`src/rtl/mem_arbiter_pkg.sv`:
```
//============================================================================
// Module   : mem_arbiter_pkg
// Purpose  : Shared bus widths, the arbiter state encoding and the default
//            data-streak limit used by the instruction/data memory arbiter.
// Ports    : none (package)
// Revision : 1.0 - initial release
//============================================================================
`default_nettype none

`ifndef RISCV_ADDR_WIDTH
`define RISCV_ADDR_WIDTH 32
`endif
`ifndef RISCV_WORD_WIDTH
`define RISCV_WORD_WIDTH 32
`endif

package mem_arbiter_pkg;

    localparam int ADDR_WIDTH              = `RISCV_ADDR_WIDTH;
    localparam int WORD_WIDTH              = `RISCV_WORD_WIDTH;
    localparam int DEFAULT_MAX_DATA_STREAK = 4;

    typedef enum logic [1:0] {
        ST_IDLE  = 2'd0,
        ST_GNT_I = 2'd1,
        ST_GNT_D = 2'd2
    } arb_state_e;

endpackage

`default_nettype wire

```
`src/rtl/mem_arbiter_if.sv`:
```
//============================================================================
// Module   : mem_arbiter_if
// Purpose  : Bundles the instruction-fetch port, the load/store port and the
//            shared memory bus seen by the arbiter.
// Modports : slave  - arbiter view (requests in, grants/memory bus out)
//            master - environment view (requesters and memory model)
// Revision : 1.0 - initial release
//============================================================================
`default_nettype none

interface mem_arbiter_if;
    import mem_arbiter_pkg::*;

    // Instruction fetch port
    logic                  instr_valid_i;
    logic                  instr_ready_o;
    logic [ADDR_WIDTH-1:0] instr_addr_i;
    logic [WORD_WIDTH-1:0] instr_rdata_o;

    // Load/store port
    logic                  data_valid_i;
    logic                  data_ready_o;
    logic [ADDR_WIDTH-1:0] data_addr_i;
    logic [WORD_WIDTH-1:0] data_wdata_i;
    logic [3:0]            data_we_i;
    logic [WORD_WIDTH-1:0] data_rdata_o;

    // Shared memory bus
    logic                  mem_valid_o;
    logic                  mem_ready_i;
    logic [ADDR_WIDTH-1:0] mem_addr_o;
    logic [WORD_WIDTH-1:0] mem_wdata_o;
    logic [3:0]            mem_we_o;
    logic [WORD_WIDTH-1:0] mem_rdata_i;

    modport slave (
        input  instr_valid_i, instr_addr_i,
        input  data_valid_i, data_addr_i, data_wdata_i, data_we_i,
        input  mem_ready_i, mem_rdata_i,
        output instr_ready_o, instr_rdata_o,
        output data_ready_o, data_rdata_o,
        output mem_valid_o, mem_addr_o, mem_wdata_o, mem_we_o
    );

    modport master (
        output instr_valid_i, instr_addr_i,
        output data_valid_i, data_addr_i, data_wdata_i, data_we_i,
        output mem_ready_i, mem_rdata_i,
        input  instr_ready_o, instr_rdata_o,
        input  data_ready_o, data_rdata_o,
        input  mem_valid_o, mem_addr_o, mem_wdata_o, mem_we_o
    );

endinterface

`default_nettype wire

```
`src/rtl/mem_arbiter.sv`:
```
//============================================================================
// Module   : mem_arbiter
// Purpose  : Two-requester arbiter sharing one memory port between the
//            instruction fetch unit and the load/store unit. Data requests
//            win by default; after MAX_DATA_STREAK consecutive data grants
//            taken while a fetch waits, the fetch is served next.
// Ports    : clk    - clock, rising edge
//            rst_n  - asynchronous active-low reset
//            bus    - mem_arbiter_if.slave (requester ports + memory bus)
//            busy_o - a grant is currently active
// Revision : 1.0 - initial release
//============================================================================
`default_nettype none

module mem_arbiter
    import mem_arbiter_pkg::*;
#(
    parameter int MAX_DATA_STREAK = DEFAULT_MAX_DATA_STREAK
) (
    input  wire logic    clk,
    input  wire logic    rst_n,
    mem_arbiter_if.slave bus,
    output logic         busy_o
);

    localparam int                  c_streak_w   = $clog2(MAX_DATA_STREAK + 1);
    localparam logic [c_streak_w-1:0] c_streak_max = c_streak_w'(MAX_DATA_STREAK);

    arb_state_e              r_state;
    arb_state_e              w_state_nxt;
    logic [c_streak_w-1:0]   r_streak;
    logic [c_streak_w-1:0]   w_streak_nxt;
    logic                    w_arbitrate;

    always_ff @(posedge clk or negedge rst_n) begin
        if (!rst_n) begin
            r_state  <= ST_IDLE;
            r_streak <= '0;
        end else begin
            r_state  <= w_state_nxt;
            r_streak <= w_streak_nxt;
        end
    end

    always_comb begin
        w_state_nxt       = r_state;
        w_streak_nxt      = r_streak;
        w_arbitrate       = 1'b0;
        bus.mem_valid_o   = 1'b0;
        bus.mem_addr_o    = '0;
        bus.mem_wdata_o   = '0;
        bus.mem_we_o      = 4'b0000;
        bus.instr_ready_o = 1'b0;
        bus.data_ready_o  = 1'b0;
        bus.instr_rdata_o = bus.mem_rdata_i;
        bus.data_rdata_o  = bus.mem_rdata_i;
        busy_o            = (r_state != ST_IDLE);

        case (r_state)
            ST_IDLE: begin
                w_arbitrate = 1'b1;
            end
            ST_GNT_I: begin
                bus.mem_valid_o   = 1'b1;
                bus.mem_addr_o    = bus.instr_addr_i;
                bus.instr_ready_o = bus.mem_ready_i;
                w_arbitrate       = bus.mem_ready_i;
            end
            ST_GNT_D: begin
                bus.mem_valid_o  = 1'b1;
                bus.mem_addr_o   = bus.data_addr_i;
                bus.mem_wdata_o  = bus.data_wdata_i;
                bus.mem_we_o     = bus.data_we_i;
                bus.data_ready_o = bus.mem_ready_i;
                w_arbitrate      = bus.mem_ready_i;
            end
            default: begin
                w_state_nxt = ST_IDLE;
            end
        endcase

        // Arbitration uses the live valids, so a requester still asserting
        // valid on its completing cycle competes for the next grant.
        if (w_arbitrate) begin
            if (bus.data_valid_i && !(bus.instr_valid_i && (r_streak == c_streak_max))) begin
                w_state_nxt = ST_GNT_D;
            end else if (bus.instr_valid_i) begin
                w_state_nxt = ST_GNT_I;
            end else begin
                w_state_nxt = ST_IDLE;
            end
        end

        // Streak only counts data grants that bypass a waiting fetch.
        if (!bus.instr_valid_i) begin
            w_streak_nxt = '0;
        end else if (w_arbitrate && (w_state_nxt == ST_GNT_I)) begin
            w_streak_nxt = '0;
        end else if (w_arbitrate && (w_state_nxt == ST_GNT_D) && (r_streak != c_streak_max)) begin
            w_streak_nxt = r_streak + 1'b1;
        end
    end

endmodule

`default_nettype wire

```
`src/flat_wrapper.sv`:
```
// flat-port wrapper written by rule: the top's interface ports become plain ports
module mem_arbiter_flat import mem_arbiter_pkg::*;
#(
    parameter int MAX_DATA_STREAK = DEFAULT_MAX_DATA_STREAK
)
  (clk, rst_n, busy_o, bus_instr_valid_i, bus_instr_addr_i, bus_data_valid_i, bus_data_addr_i, bus_data_wdata_i, bus_data_we_i, bus_mem_ready_i, bus_mem_rdata_i, bus_instr_ready_o, bus_instr_rdata_o, bus_data_ready_o, bus_data_rdata_o, bus_mem_valid_o, bus_mem_addr_o, bus_mem_wdata_o, bus_mem_we_o);
  mem_arbiter_if bus_i ();
  input  wire logic clk;
  input  wire logic rst_n;
  output logic busy_o;
  input wire logic [$bits(bus_i.instr_valid_i)-1:0] bus_instr_valid_i;
  input wire logic [$bits(bus_i.instr_addr_i)-1:0] bus_instr_addr_i;
  input wire logic [$bits(bus_i.data_valid_i)-1:0] bus_data_valid_i;
  input wire logic [$bits(bus_i.data_addr_i)-1:0] bus_data_addr_i;
  input wire logic [$bits(bus_i.data_wdata_i)-1:0] bus_data_wdata_i;
  input wire logic [$bits(bus_i.data_we_i)-1:0] bus_data_we_i;
  input wire logic [$bits(bus_i.mem_ready_i)-1:0] bus_mem_ready_i;
  input wire logic [$bits(bus_i.mem_rdata_i)-1:0] bus_mem_rdata_i;
  output wire logic [$bits(bus_i.instr_ready_o)-1:0] bus_instr_ready_o;
  output wire logic [$bits(bus_i.instr_rdata_o)-1:0] bus_instr_rdata_o;
  output wire logic [$bits(bus_i.data_ready_o)-1:0] bus_data_ready_o;
  output wire logic [$bits(bus_i.data_rdata_o)-1:0] bus_data_rdata_o;
  output wire logic [$bits(bus_i.mem_valid_o)-1:0] bus_mem_valid_o;
  output wire logic [$bits(bus_i.mem_addr_o)-1:0] bus_mem_addr_o;
  output wire logic [$bits(bus_i.mem_wdata_o)-1:0] bus_mem_wdata_o;
  output wire logic [$bits(bus_i.mem_we_o)-1:0] bus_mem_we_o;
  assign bus_i.instr_valid_i = bus_instr_valid_i;
  assign bus_i.instr_addr_i = bus_instr_addr_i;
  assign bus_i.data_valid_i = bus_data_valid_i;
  assign bus_i.data_addr_i = bus_data_addr_i;
  assign bus_i.data_wdata_i = bus_data_wdata_i;
  assign bus_i.data_we_i = bus_data_we_i;
  assign bus_i.mem_ready_i = bus_mem_ready_i;
  assign bus_i.mem_rdata_i = bus_mem_rdata_i;
  assign bus_instr_ready_o = bus_i.instr_ready_o;
  assign bus_instr_rdata_o = bus_i.instr_rdata_o;
  assign bus_data_ready_o = bus_i.data_ready_o;
  assign bus_data_rdata_o = bus_i.data_rdata_o;
  assign bus_mem_valid_o = bus_i.mem_valid_o;
  assign bus_mem_addr_o = bus_i.mem_addr_o;
  assign bus_mem_wdata_o = bus_i.mem_wdata_o;
  assign bus_mem_we_o = bus_i.mem_we_o;
  mem_arbiter #(.MAX_DATA_STREAK(MAX_DATA_STREAK)) u_core (.clk(clk), .rst_n(rst_n), .bus(bus_i), .busy_o(busy_o));
endmodule
```
`config.mk`:
```
export PLATFORM = sky130hd
export DESIGN_NAME = mem_arbiter_flat
export DESIGN_NICKNAME = d
export VERILOG_FILES = /design/src/rtl/mem_arbiter_pkg.sv /design/src/rtl/mem_arbiter_if.sv /design/src/rtl/mem_arbiter.sv /design/src/flat_wrapper.sv
export SDC_FILE = /design/constraint.sdc
export NUM_CORES = 1
export LEC_CHECK = 0
export BUFFER_PORTS_ARGS = -buffer_cell sky130_fd_sc_hd__buf_2
export CAP_MARGIN = 20
export CORE_AREA = 2 2 105 107
export DETAILED_ROUTE_END_ITERATION = 7
export DIE_AREA = 0 0 107 109
export GPL_TIMING_DRIVEN = 0
export PLACE_DENSITY = 0.61
export SYNTH_ARGS = -nofsm -noshare
export SYNTH_HDL_FRONTEND = slang
export SYNTH_SLANG_ARGS = --single-unit
```
`constraint.sdc`:
```
create_clock -name clk -period 2.5 [get_ports clk]
set_clock_uncertainty 0.2 [all_clocks]
set_input_delay 0.25 -clock clk [delete_from_list [all_inputs] [get_ports clk]]
set_output_delay 0.25 -clock clk [all_outputs]
set_load 0.005 [all_outputs]
```
== Yosys cells after proc, flatten, opt, wreduce, memory -nomap -nowiden ==
Cells that the tools add are included.

* Add/sub/neg operators: 1
* Equal/unequal tests: 7
* Mux-type cells: 14
* Reductions and logical operators: 10

{| class="wikitable"
|+ Operators with widths
! operator !! count
|-
| $pmux 32 s2 || 1
|-
| $mux 32 || 1
|-
| $mux 3 || 3
|-
| $mux 2 || 3
|-
| $logic_and 1x1->1 || 5
|-
| $eq 2x1->1 const B || 2
|-
| $eq 2x2->1 const B || 2
|-
| $mux 1 || 4
|-
| $mux 4 || 1
|-
| $add 3x1->3 const B || 1
|-
| $eq 3x3->1 const B || 1
|-
| $ne 3x1->1 const B || 1
|-
| $ne 3x3->1 const B || 1
|-
| $reduce_or 3->1 || 1
|-
| $logic_not 2->1 || 1
|-
| $pmux 1 s2 || 1
|-
| $reduce_bool 2->1 || 1
|-
| $reduce_or 2->1 || 1
|-
| $logic_not 1->1 || 1
|}

* Flip-flop bits (word level): 5
* Input bits: 137
* Output and inout bits: 136
* Word-level logic and storage cells: 34

== Longest topological paths before layout ==
Gate-level depths: netlist of the first run.

* Depth after elaboration: 12
* Mapped depth: 6
* Mapped depth without buffers: 5

== Worst setup path after synthesis of the first run ==
No wires, ideal clock.

* Kind: reg2reg
* Start: register u_core.r_state[0]
* End: register u_core.r_streak[1]
* Setup time: 0.078 ns
* Arrival time: 1.554 ns
* Required time: 2.222 ns
* Setup slack: 0.669 ns
* Stages on the path, launching flop included: 6
* Buffers on the path: 0
* Clock period less this slack: 1.831 ns
* Path through: dfrtp_1 inv_1 ha_1 a21oi_2 or4b_1 a21boi_1

* Cells in the longest elaborated chain, start to end: 8
* Elaborated cells on any way between the ends: 16
* Classes of those cells: eq/ne (5); mux (5); reduce/logical (6)

{| class="wikitable"
|+ RTL lines
! item !! RTL line !! text
|-
| start, declared || mem_arbiter.sv:29 || <nowiki>arb_state_e r_state;</nowiki>
|-
| start signal, assigned || mem_arbiter.sv:40 || <nowiki>r_state <= w_state_nxt;</nowiki>
|-
| $eq 2x1->1 (tied with other cells) || mem_arbiter.sv:59 || <nowiki>case (r_state)</nowiki>
|-
| $reduce_or 2->1 (no source line) / $reduce_or 3->1 (equally long branches) || -- ||
|-
| $pmux 1 s2 / $mux 2 (equally long branches) || mem_arbiter.sv:59 ||
|-
| $mux 2 || mem_arbiter.sv:84 || <nowiki>if (w_arbitrate) begin</nowiki>
|-
| $eq 2x2->1 / $eq 2x1->1 (equally long branches) || mem_arbiter.sv:99, mem_arbiter.sv:97 ||
|-
| $logic_and 1x1->1, on equally long branches || mem_arbiter.sv:99, mem_arbiter.sv:97 ||
|-
| $logic_and 1x1->1 / $mux 3 (equally long branches) || mem_arbiter.sv:99, mem_arbiter.sv:97 ||
|-
| $ne 3x1->1 (no source line) / $mux 3 (equally long branches) || -- ||
|-
| end signal, assigned || mem_arbiter.sv:41 || <nowiki>r_streak <= w_streak_nxt;</nowiki>
|-
| end, declared || mem_arbiter.sv:31 || <nowiki>logic [c_streak_w-1:0] r_streak;</nowiki>
|}

Parallel ways exist; a longest one is shown, timed or not.
A chain may end at the register's enable or synchronous reset.

== Worst setup path in the final report of the first run ==
* Start: register u_core.r_state[1]
* End: output bus_mem_addr_o[15]

* Cells in the longest elaborated chain, start to end: 2
* Elaborated cells on any way between the ends: 3
* Classes of those cells: eq/ne (2); mux (1)

{| class="wikitable"
|+ RTL lines
! item !! RTL line !! text
|-
| $eq 2x2->1 / $eq 2x1->1 (equally long branches) || mem_arbiter.sv:59 ||
|-
| $pmux 32 s2 * || mem_arbiter.sv:59 ||
|-
| end, declared || flat_wrapper.sv:24 || <nowiki>output wire logic [$bits(bus_i.mem_addr_o)-1:0] bus_mem_addr_o;</nowiki>
|}

Every way passes the cells marked *; elsewhere a longest branch is shown, timed or not.

==> results.txt, run 1 <==
The remaining global-route overflow came out at 0. The run finished with clean final reports. In the layout the commonest cells are sky130_fd_sc_hd__buf_2 (241), sky130_fd_sc_hd__buf_4 (64), sky130_fd_sc_hd__and2_1 (38). For this design the static power due to leakage is 1.801 nW. The proportion of layout cells with a drive suffix above 1 came out at 68.83%. The standard cell with the maximum stage delay on the critical path was sky130_fd_sc_hd__ha_2. The total count of max-transition violations in the final report is 0, and the final sum of negative setup slack is 0 ns. The run gives 0.002967 sq mm as the standard cell area after detailed placement. The number of synthesized register bits works out to 5.

For this run, the register share of the synthesized area comes to 7.868%. The global placer's final weighted congestion was 0.7835; the via count was 2351. Entering global routing, the biggest net connects 11 pins. End point of the most critical hold path: u_core.r_state[1].

The startpoint of the worst hold path was bus_data_valid_i. For the worst flop-to-flop path, the logic depth is 5. After Yosys synthesis, and, or, nand and nor cells account for 30.84% of the synthesized area. TritonCTS built the clock tree. The synthesized netlist devotes 6.294% of its cell area to adder and majority cells. The tools report the final hold violation count as 0. Yosys printed 0 warnings.

Master cell of the clock root buffer: sky130_fd_sc_hd__clkbuf_8. The run gives 602 as the number of cells in the finished layout apart from fillers. Counting the buffers created by CTS gives 3.

The number of nets in the synthesized netlist is 364. The first global-routing pass estimated 9591 um of wire. OpenSTA, run right after detailed placement, puts the worst setup slack at 0.1177 ns. The clock reaches the later pin of the worst-skew pair after 0.22 ns. Global router's overall resource usage: 10.22%. The synthesized area per cell works out to 7.262 sq um. Dividing the final minimum period by the clock period gives 92.02%.

Traced cell by cell, the critical path runs through inv_1, ha_2, clkbuf_1, nor2b_1, buf_2. After detailed routing, the average wire length per cell comes to 11.61 um. For the pin with the worst max-slew slack, the measured transition is 0.4494 ns.

Data on the critical path arrives at its endpoint at 1.85 ns. Cells fill 28.55% of the core in the end. 273 I/O pins were placed. The number of global-route vias before repair came out at 2087. The maximum net fanout on the critical path was 10; the number of search-and-repair iterations in the first detailed-routing pass was 4. For this design the ratio of total power to cell area is 692.2 mW/mm^2.

The largest single stage delay on the critical path is 0.45 ns. The run gives 608 as the final-stage net count. Max-cap violations in this run came to 0.

The count of unresolved DRC violations after routing was 0. Timing would allow up to 434.7 MHz. The post-route standard cell area excluding fillers was 0.003027 sq mm; the share of the synthesized area in compound gates (AO/OA/AOI/OAI) was 19.98%.

The async set-or-reset flop fraction in the synthesized netlist was 100.0%; the via density per instance was 3.905. The core region is 0.01060 sq mm. The critical path data required time is 2.05 ns, and the number of enable-type register cells in the synthesized netlist is 0.

The cell count after synthesis came out at 219. Measured along the x axis, the die boundary spans 107 um. Clock transition at the registers of the reported paths: 0.03 ns. The sequential cells in the finished layout cover a total of 125.1 sq um. The clock net sink count came out at 5. The instance count along the most critical hold path was 3; the number of routed nets with antenna violations was 0. Setup violations remaining at the end of the flow were counted as 0. By area the synthesized netlist is led by sky130_fd_sc_hd__buf_4 (30%), sky130_fd_sc_hd__a22oi_1 (15%), sky130_fd_sc_hd__and2_1 (15%), sky130_fd_sc_hd__nor2b_1 (13%), sky130_fd_sc_hd__dfrtp_1 (7.9%). Count of H-tree levels built during CTS: 1. For the finished layout, the period the worst path requires is 2.301 ns.

After filler insertion, the fill cell instance count of the layout stands at 1138. The post-placement cell count was 599. Setup repair after global routing left no endpoint under its margin. For the buffer levels on the longest clock path, the log shows 2. The predominant post-synthesis flop cell was sky130_fd_sc_hd__dfrtp_1. The overall die area is 0.01166 sq mm. Compared with the post-synthesis result, the final layout area differs by 90.32%. The post-detailed-routing wire length came out at 6991 um. By area, the combinational part of the netlist is dominated by buffers and inverters. The synthesized netlist contains 22 unique library cells. sky130_fd_sc_hd__buf_4 takes more of the synthesized area than any other cell. Port buffering added 240 buffers.

The worst setup path is launched from a register. The critical path class was register to primary output. After floorplanning, the core was divided into 38 placement rows.

In this run the post-CTS setup repair buffer count came out at 0. Summed over its instances, the top area cell type makes up 30.21% of the synthesized netlist area. The cell area that synthesis handed to floorplanning was 0.001590 sq mm. In this run the tightest slew margin relative to its limit is 70.04%. Summing the areas of all xor and xnor instances in the mapped netlist gives 0% of the synthesized area. The initial antenna violation count was 0. The tools report the element type at the critical path end as a primary output. In this run, the number of DRC markers left after iteration 0 of detailed routing was 88.

The area used by multi-input combinational logic was 913.4 sq um; the worst path setup slack after routing was 0.1995 ns. In this run the vertical extent of the chip is 109 um. The library cell used most frequently in the layout, excluding fill and tap cells, is sky130_fd_sc_hd__buf_2. In this run the critical register-to-register path is captured at u_core.r_streak[0]. The tightest min-delay check is of the primary input to register type. Once detailed placement completed, the half-perimeter wirelength came to 6261 um. The startpoint identified for the worst register-to-register timing path is u_core.r_state[1]. Worst-case register-to-register setup slack: 0.44 ns. The repair_antennas step left the layout with diodes totalling 0. The portion of synthesized area spent on multiplexers is 0%. The effective utilization at floorplan was 15.00%; the maximum vdd ir drop was 206.1 uV.
-- layout make-up --
type | instances | share of cell area [%]
well taps | 140 | 5.788
inverters | 5 | 0.6201
multi-input cells | 130 | 30.18
flip-flops and latches | 5 | 4.134
clock buffers | 4 | 1.488
plain buffers | 77 | 17.78
repair buffers | 241 | 40.02
-- kinds of logic (layout without fill, tap and decap cells) --
family,after synthesis,after routing
adders and majority gates,8,8
DFF,5,5
AOI/OAI and AO/OA,44,44
buffers and inverters,84,327
and+or+nand+nor,78,78
-- metrics by stage --
stage	power, mW	hold WS (ns)
2_1_floorplan	1.170	-0.2456
3_3_place_gp	1.924	-0.1349
3_5_place_dp	1.952	-0.1332
4_1_cts	2.109	0.1209
5_1_grt	2.339	0.1403
6_report	2.095	0.1203
-- registers in the layout, indices dropped and copies added, names as in the netlist --
signal           cells
u_core.r_state       2
u_core.r_streak      3
-- what timing repair did --
action / CTS / global route
resized for setup: 2 / 10
hold endpoints to repair: 5 / 0
hold buffers: 1 / 0
endpoints found under the setup margin: 19 / 26
-- power by group --
part	switching (mW)	internal [mW]
clock network	0.0351	0.109
registers	0.0260	0.106
logic	0.902	0.917
-- worst max path at each step --
stage                           start                   to  slack (ns)
CTS                 u_core.r_state[0]  bus_mem_wdata_o[25]       0.003
global placement    u_core.r_state[0]  bus_mem_wdata_o[25]        0.13
floorplan           u_core.r_state[0]   u_core.r_streak[1]        0.67
global route        u_core.r_state[0]    bus_mem_addr_o[5]        0.06
detailed placement  u_core.r_state[0]  bus_mem_wdata_o[25]        0.12
finish              u_core.r_state[1]   bus_mem_addr_o[15]        0.20
-- per-layer routing --
layer	part of all wire [%]	track usage, %	up-vias
li1	-	-	1152
met1	37	11.33	1042
met4	0	1.484	0
met3	9.4	1.255	0
met2	54	20.97	157
met5	0	0	-
-- synthesized netlist by cell type (2+ instances only) --
master,number
sky130_fd_sc_hd__a22oi_1,32
sky130_fd_sc_hd__and2_1,38
sky130_fd_sc_hd__clkbuf_1,14
sky130_fd_sc_hd__inv_1,5
sky130_fd_sc_hd__o21ai_0,7
sky130_fd_sc_hd__nor2b_1,32
sky130_fd_sc_hd__dfrtp_1,5
sky130_fd_sc_hd__nand2_1,2
sky130_fd_sc_hd__ha_1,8
sky130_fd_sc_hd__buf_4,64
-- worst max-delay path: cells and delay by family, from the launching register on --
family / cells / cell delay (ns)
simple gates: 1 / 0.20
flops: 1 / 0.40
buf+inv: 3 / 0.58
fa+ha+maj: 1 / 0.45
Power figures use the tool's default switching activity.
==> inputs of run 2 (changes only) <==
ABC_AREA = 1   (was default)
PLACE_DENSITY = 0.62   (was 0.61)
==> run 2 against run 1 <==
Sequential cell count did not move. Highest routed layer is now met4. Global-route usage rose by 0.37 points. Routed wire length grew 1.3%.
==> results.txt, run 2 <==
The run finished with clean final reports. The placeable core region was 0.01060 sq mm (unchanged). The distinct cell type count after synthesis is 14 (-36%), and the synthesized area per cell is 5.515 sq um (-24%). The share of the synthesized area in the top cell type works out to 32.32% (+2.1 points). The logs give 0 (unchanged) for the final hold violation count and 0 (unchanged) for the count of maximum capacitance violations. TritonCTS built the clock tree. The tools report the power after layout as 2.140 mW (+2.2%). The library cell used most frequently in the layout, excluding fill and tap cells, is sky130_fd_sc_hd__buf_2. The count of synthesis-stage warnings from yosys was 0 (unchanged). The count of H-tree levels built during CTS is 1 (unchanged). The logs give 2101 (+0.67%) for the number of global-route vias before repair and 3 (unchanged) for the number of clock buffers inserted by TritonCTS.

The effective utilization at floorplan was 15.55% (+0.55 points). The cell type contributing the most total cell area after synthesis was sky130_fd_sc_hd__buf_4. The half-perimeter wire length after placement came out at 6131 um (-2.1%). Final-stage net count: 690 (+13%).

Setup repair after global routing left no endpoint under its margin. Clock latency on the worst-skew pair: 0.22 ns (about the same). In the synthesized netlist the dominant register cell turns out to be sky130_fd_sc_hd__dfrtp_1.

The critical path data required time was 2.05 ns (about the same). The register with the most flip-flops in the final layout is u_core.r_streak. Largest net degree at the start of global routing: 11 (unchanged).

The tools report the standard cell area after detailed placement as 0.003025 sq mm (+2.0%). The number of ports placed on the die boundary is 273 (unchanged). In the post-synthesis netlist, the cell with the most instances is sky130_fd_sc_hd__nand2_1. The number of DRC violations after detailed-routing iteration 0 was 97 (+10%); the fraction of power consumed by combinational cells was 86.8% (about the same). The post-synthesis cell area was 0.001649 sq mm (+3.7%); the count of buffers from port buffering was 240 (unchanged).

The switching part of the total is 52.29% (+6.3 points). After synthesis, the cell types taking the most area are sky130_fd_sc_hd__buf_4 (32%), sky130_fd_sc_hd__nand2_1 (26%), sky130_fd_sc_hd__inv_1 (11%), sky130_fd_sc_hd__a21oi_1 (10%), sky130_fd_sc_hd__dfrtp_1 (7.6%). The maximum vdd ir drop is 378.9 uV (+84%).

The antenna cell count is 0 (unchanged), and the number of enable-type register cells in the synthesized netlist is 0 (unchanged). Number of synthesized register bits: 5 (unchanged). Element type at the critical path end: a primary output. The area growth from synthesis to layout is 86.80%.

The run gives 5 (unchanged) as the clock net sink count. The power density over the cells is 694.8 mW/mm^2 (+0.38%). The dominant combinational cell family by area after synthesis is buffers and inverters.

The mean routed wirelength per cell is 10.35 um (-11%), and the number of resized instances in the post-cts repair step is 0 (-2). The number of nets produced by synthesis was 444 (+22%); the post-detailed-routing wire length was 7079 um (+1.3%). The tools report the worst hold slack across all endpoints as 0.1246 ns (+0.004303 ns). The via count is 2419 (+2.9%). The setup path with the least slack is of type register to primary output.

The maximum net fanout on the critical path works out to 10 (unchanged). The proportion of layout cells with a drive suffix above 1 is 59.56% (-9.3 points), and the global-route wire length before repair is 9929 um (+3.5%). The worst-margin pin slew works out to 0.2516 ns (-0.1978 ns). In this run the clock root is driven by a sky130_fd_sc_hd__clkbuf_8.

In the layout the commonest cells are sky130_fd_sc_hd__buf_2 (245), sky130_fd_sc_hd__nand2_1 (113), sky130_fd_sc_hd__buf_4 (71). For the number of endpoints failing setup at the final stage, the log shows 0 (unchanged). The tools report the total count of max-transition violations in the final report as 0 (unchanged). Sorting the synthesized cells by how often they occur yields sky130_fd_sc_hd__nand2_1 (113), sky130_fd_sc_hd__buf_4 (71), sky130_fd_sc_hd__inv_1 (48). The width of the chip is 107 um (unchanged). The run gives 6.2% (about the same) as the share of total power in sequential cells. The initial antenna violation count was 0 (unchanged). The worst setup path is launched from a register.

The run gives 0 ns (unchanged) as the final sum of negative setup slack. The run gives 0.2985 ns (+0.09906 ns) as the worst path setup slack after routing. The placement row count is 38 (unchanged).

The largest registers in the layout are u_core.r_streak: 3 flops, u_core.r_state: 2 flops. The synthesized-area fraction occupied by xor and xnor cells was 0% (unchanged). For the global router's overall resource usage, the log shows 10.60% (+0.37 points).

Share of power burned in the clock network: 7.0% (about the same). For the number of routed nets with antenna violations, the log shows 0 (unchanged). The flip-flop count of the largest register after layout was 3 (unchanged); the worst slack at placement was 0.5150 ns (+0.3973 ns).

The run gives 1.021 mW (-9.8%) as the internal power consumption. The synthesized-area fraction occupied by and/or/nand/nor cells is 28.91% (-1.9 points), and the leakage power figure is 2.165 nW (+20%). The critical path data arrival time is 1.75 ns (-0.10 ns), and the count of unresolved DRC violations after routing is 0 (unchanged).

The run gives 83.23% (+13 points) as the remaining max-slew budget at the tightest pin. The number of search-and-repair iterations in the first detailed-routing pass was 4 (unchanged); the via density per instance was 3.537 (-9.4%). The share of the synthesized area in compound gates (AO/OA/AOI/OAI) works out to 10.62% (-9.4 points). The number of fill cells in the layout came out at 1221 (+7.3%).

The instance count of the mapped netlist was 299 (+37%); the adder and majority cell fraction of the synthesized area was 6.070% (-0.22 points). The overall die area is 0.01166 sq mm (unchanged). The min-delay analysis places its worst path in the category primary input to register. The buffer levels on the longest clock path is 2 (unchanged), and the sequential element share of the synthesized area is 7.587% (-0.28 points).

Die height: 109 um (unchanged). The tools report the post-route standard cell area excluding fillers as 0.003080 sq mm (+1.8%). The clock transition at the registers of the reported paths is 0.04 ns (about the same).

The logs give 0.7706 (-1.6%) for the global placer's final weighted congestion and 1.119 mW (+16%) for the net switching power. Clock period minus final worst setup slack: 2.201 ns (-0.09905 ns). The remaining global-route overflow was 0 (unchanged). The tools report the maximum clock frequency as 454.2 MHz (+4.5%). The share of the cycle needed by the critical path after routing was 88.06% (-4.0 points). The async set-or-reset flop fraction in the synthesized netlist works out to 100.0% (unchanged). The fraction of synthesized area in multiplexers was 0% (unchanged).
[run 2: changes by cell type after synthesis, moves of 5 or more]
cell	previous run	this run
sky130_fd_sc_hd__and2_1	38	0
sky130_fd_sc_hd__a22oi_1	32	0
sky130_fd_sc_hd__clkbuf_1	14	0
sky130_fd_sc_hd__a21oi_1	0	33
sky130_fd_sc_hd__nand2_1	2	113
sky130_fd_sc_hd__buf_4	64	71
sky130_fd_sc_hd__nor2b_1	32	0
sky130_fd_sc_hd__nor2_1	0	5
sky130_fd_sc_hd__o21ai_0	7	2
sky130_fd_sc_hd__inv_1	5	48
[run 2: critical path: stages (launching register included)]
cell and delay [ns]:
sky130_fd_sc_hd__dfrtp_1 0.38, sky130_fd_sc_hd__inv_1 0.10, sky130_fd_sc_hd__ha_1 0.33, sky130_fd_sc_hd__inv_1 0.13
sky130_fd_sc_hd__buf_2 0.22, sky130_fd_sc_hd__a21oi_1 0.22, sky130_fd_sc_hd__buf_2 0.16
[run 2: path summary, 6_finish.rpt]
kind	to	slack [ns]	cells past startpoint	start
setup / recovery	bus_mem_addr_o[24]	0.30	6	u_core.r_state[0]
hold / removal	u_core.r_state[0]	0.12	3	bus_instr_valid_i
setup reg to reg	u_core.r_streak[1]	0.85	7	u_core.r_state[0]
hold reg to reg	u_core.r_streak[1]	0.30	2	u_core.r_streak[1]
max in group asynchronous	u_core.r_streak[1]	1.77	2	rst_n
min in group asynchronous	u_core.r_streak[0]	0.19	2	rst_n
[run 2: what timing repair did]
action	in CTS	in global routing
endpoints found under the hold margin	5	0
buffers inserted	0	0
hold buffers	1	0
[run 2: cell type report]
type,count,area (sq um),share of cell area [%]
timing repair buffer,241,1211,39.32
multi-input combinational,167,752.0,24.41
buffer,79,591.8,19.21
inverter,48,180.2,5.849
tap,140,175.2,5.686
sequential,5,125.1,4.062
clock buffer,4,45.04,1.462
[run 2: routing by layer]
layer  track usage, %  share of wire (%)  vias to the layer above
met3            1.913                9.1                        2
li1                 -                  -                     1302
met5                0                  0                        -
met4            1.113               0.20                        0
met2            20.06                 51                      125
met1            12.86                 40                      990
[run 2: cells by family (layout without fill, tap and decap cells)]
logic type                 Yosys count  in the layout
AOI/OAI and AO/OA                   35             35
adders and majority gates            8              8
buffers and inverters              127            372
DFF                                  5              5
and+or+nand+nor                    124            124
[run 2: power groups by stage]
| stage | clock network (mW) | registers [mW] | logic (mW) |
|---|---|---|---|
| floorplan | 0 | 0.127 | 1.07 |
| global placement | 0 | 0.132 | 1.90 |
| detailed placement | 0 | 0.133 | 1.90 |
| CTS | 0.154 | 0.132 | 1.92 |
| global route | 0.159 | 0.136 | 2.12 |
| finish | 0.150 | 0.132 | 1.86 |
[run 2: through the flow]
stage	utilization, %	cells
after CTS	29.05	684
after floorplan	-	299
after global routing	29.05	684
final	29.05	684
after detailed placement	28.53	679
after global placement	28.53	679
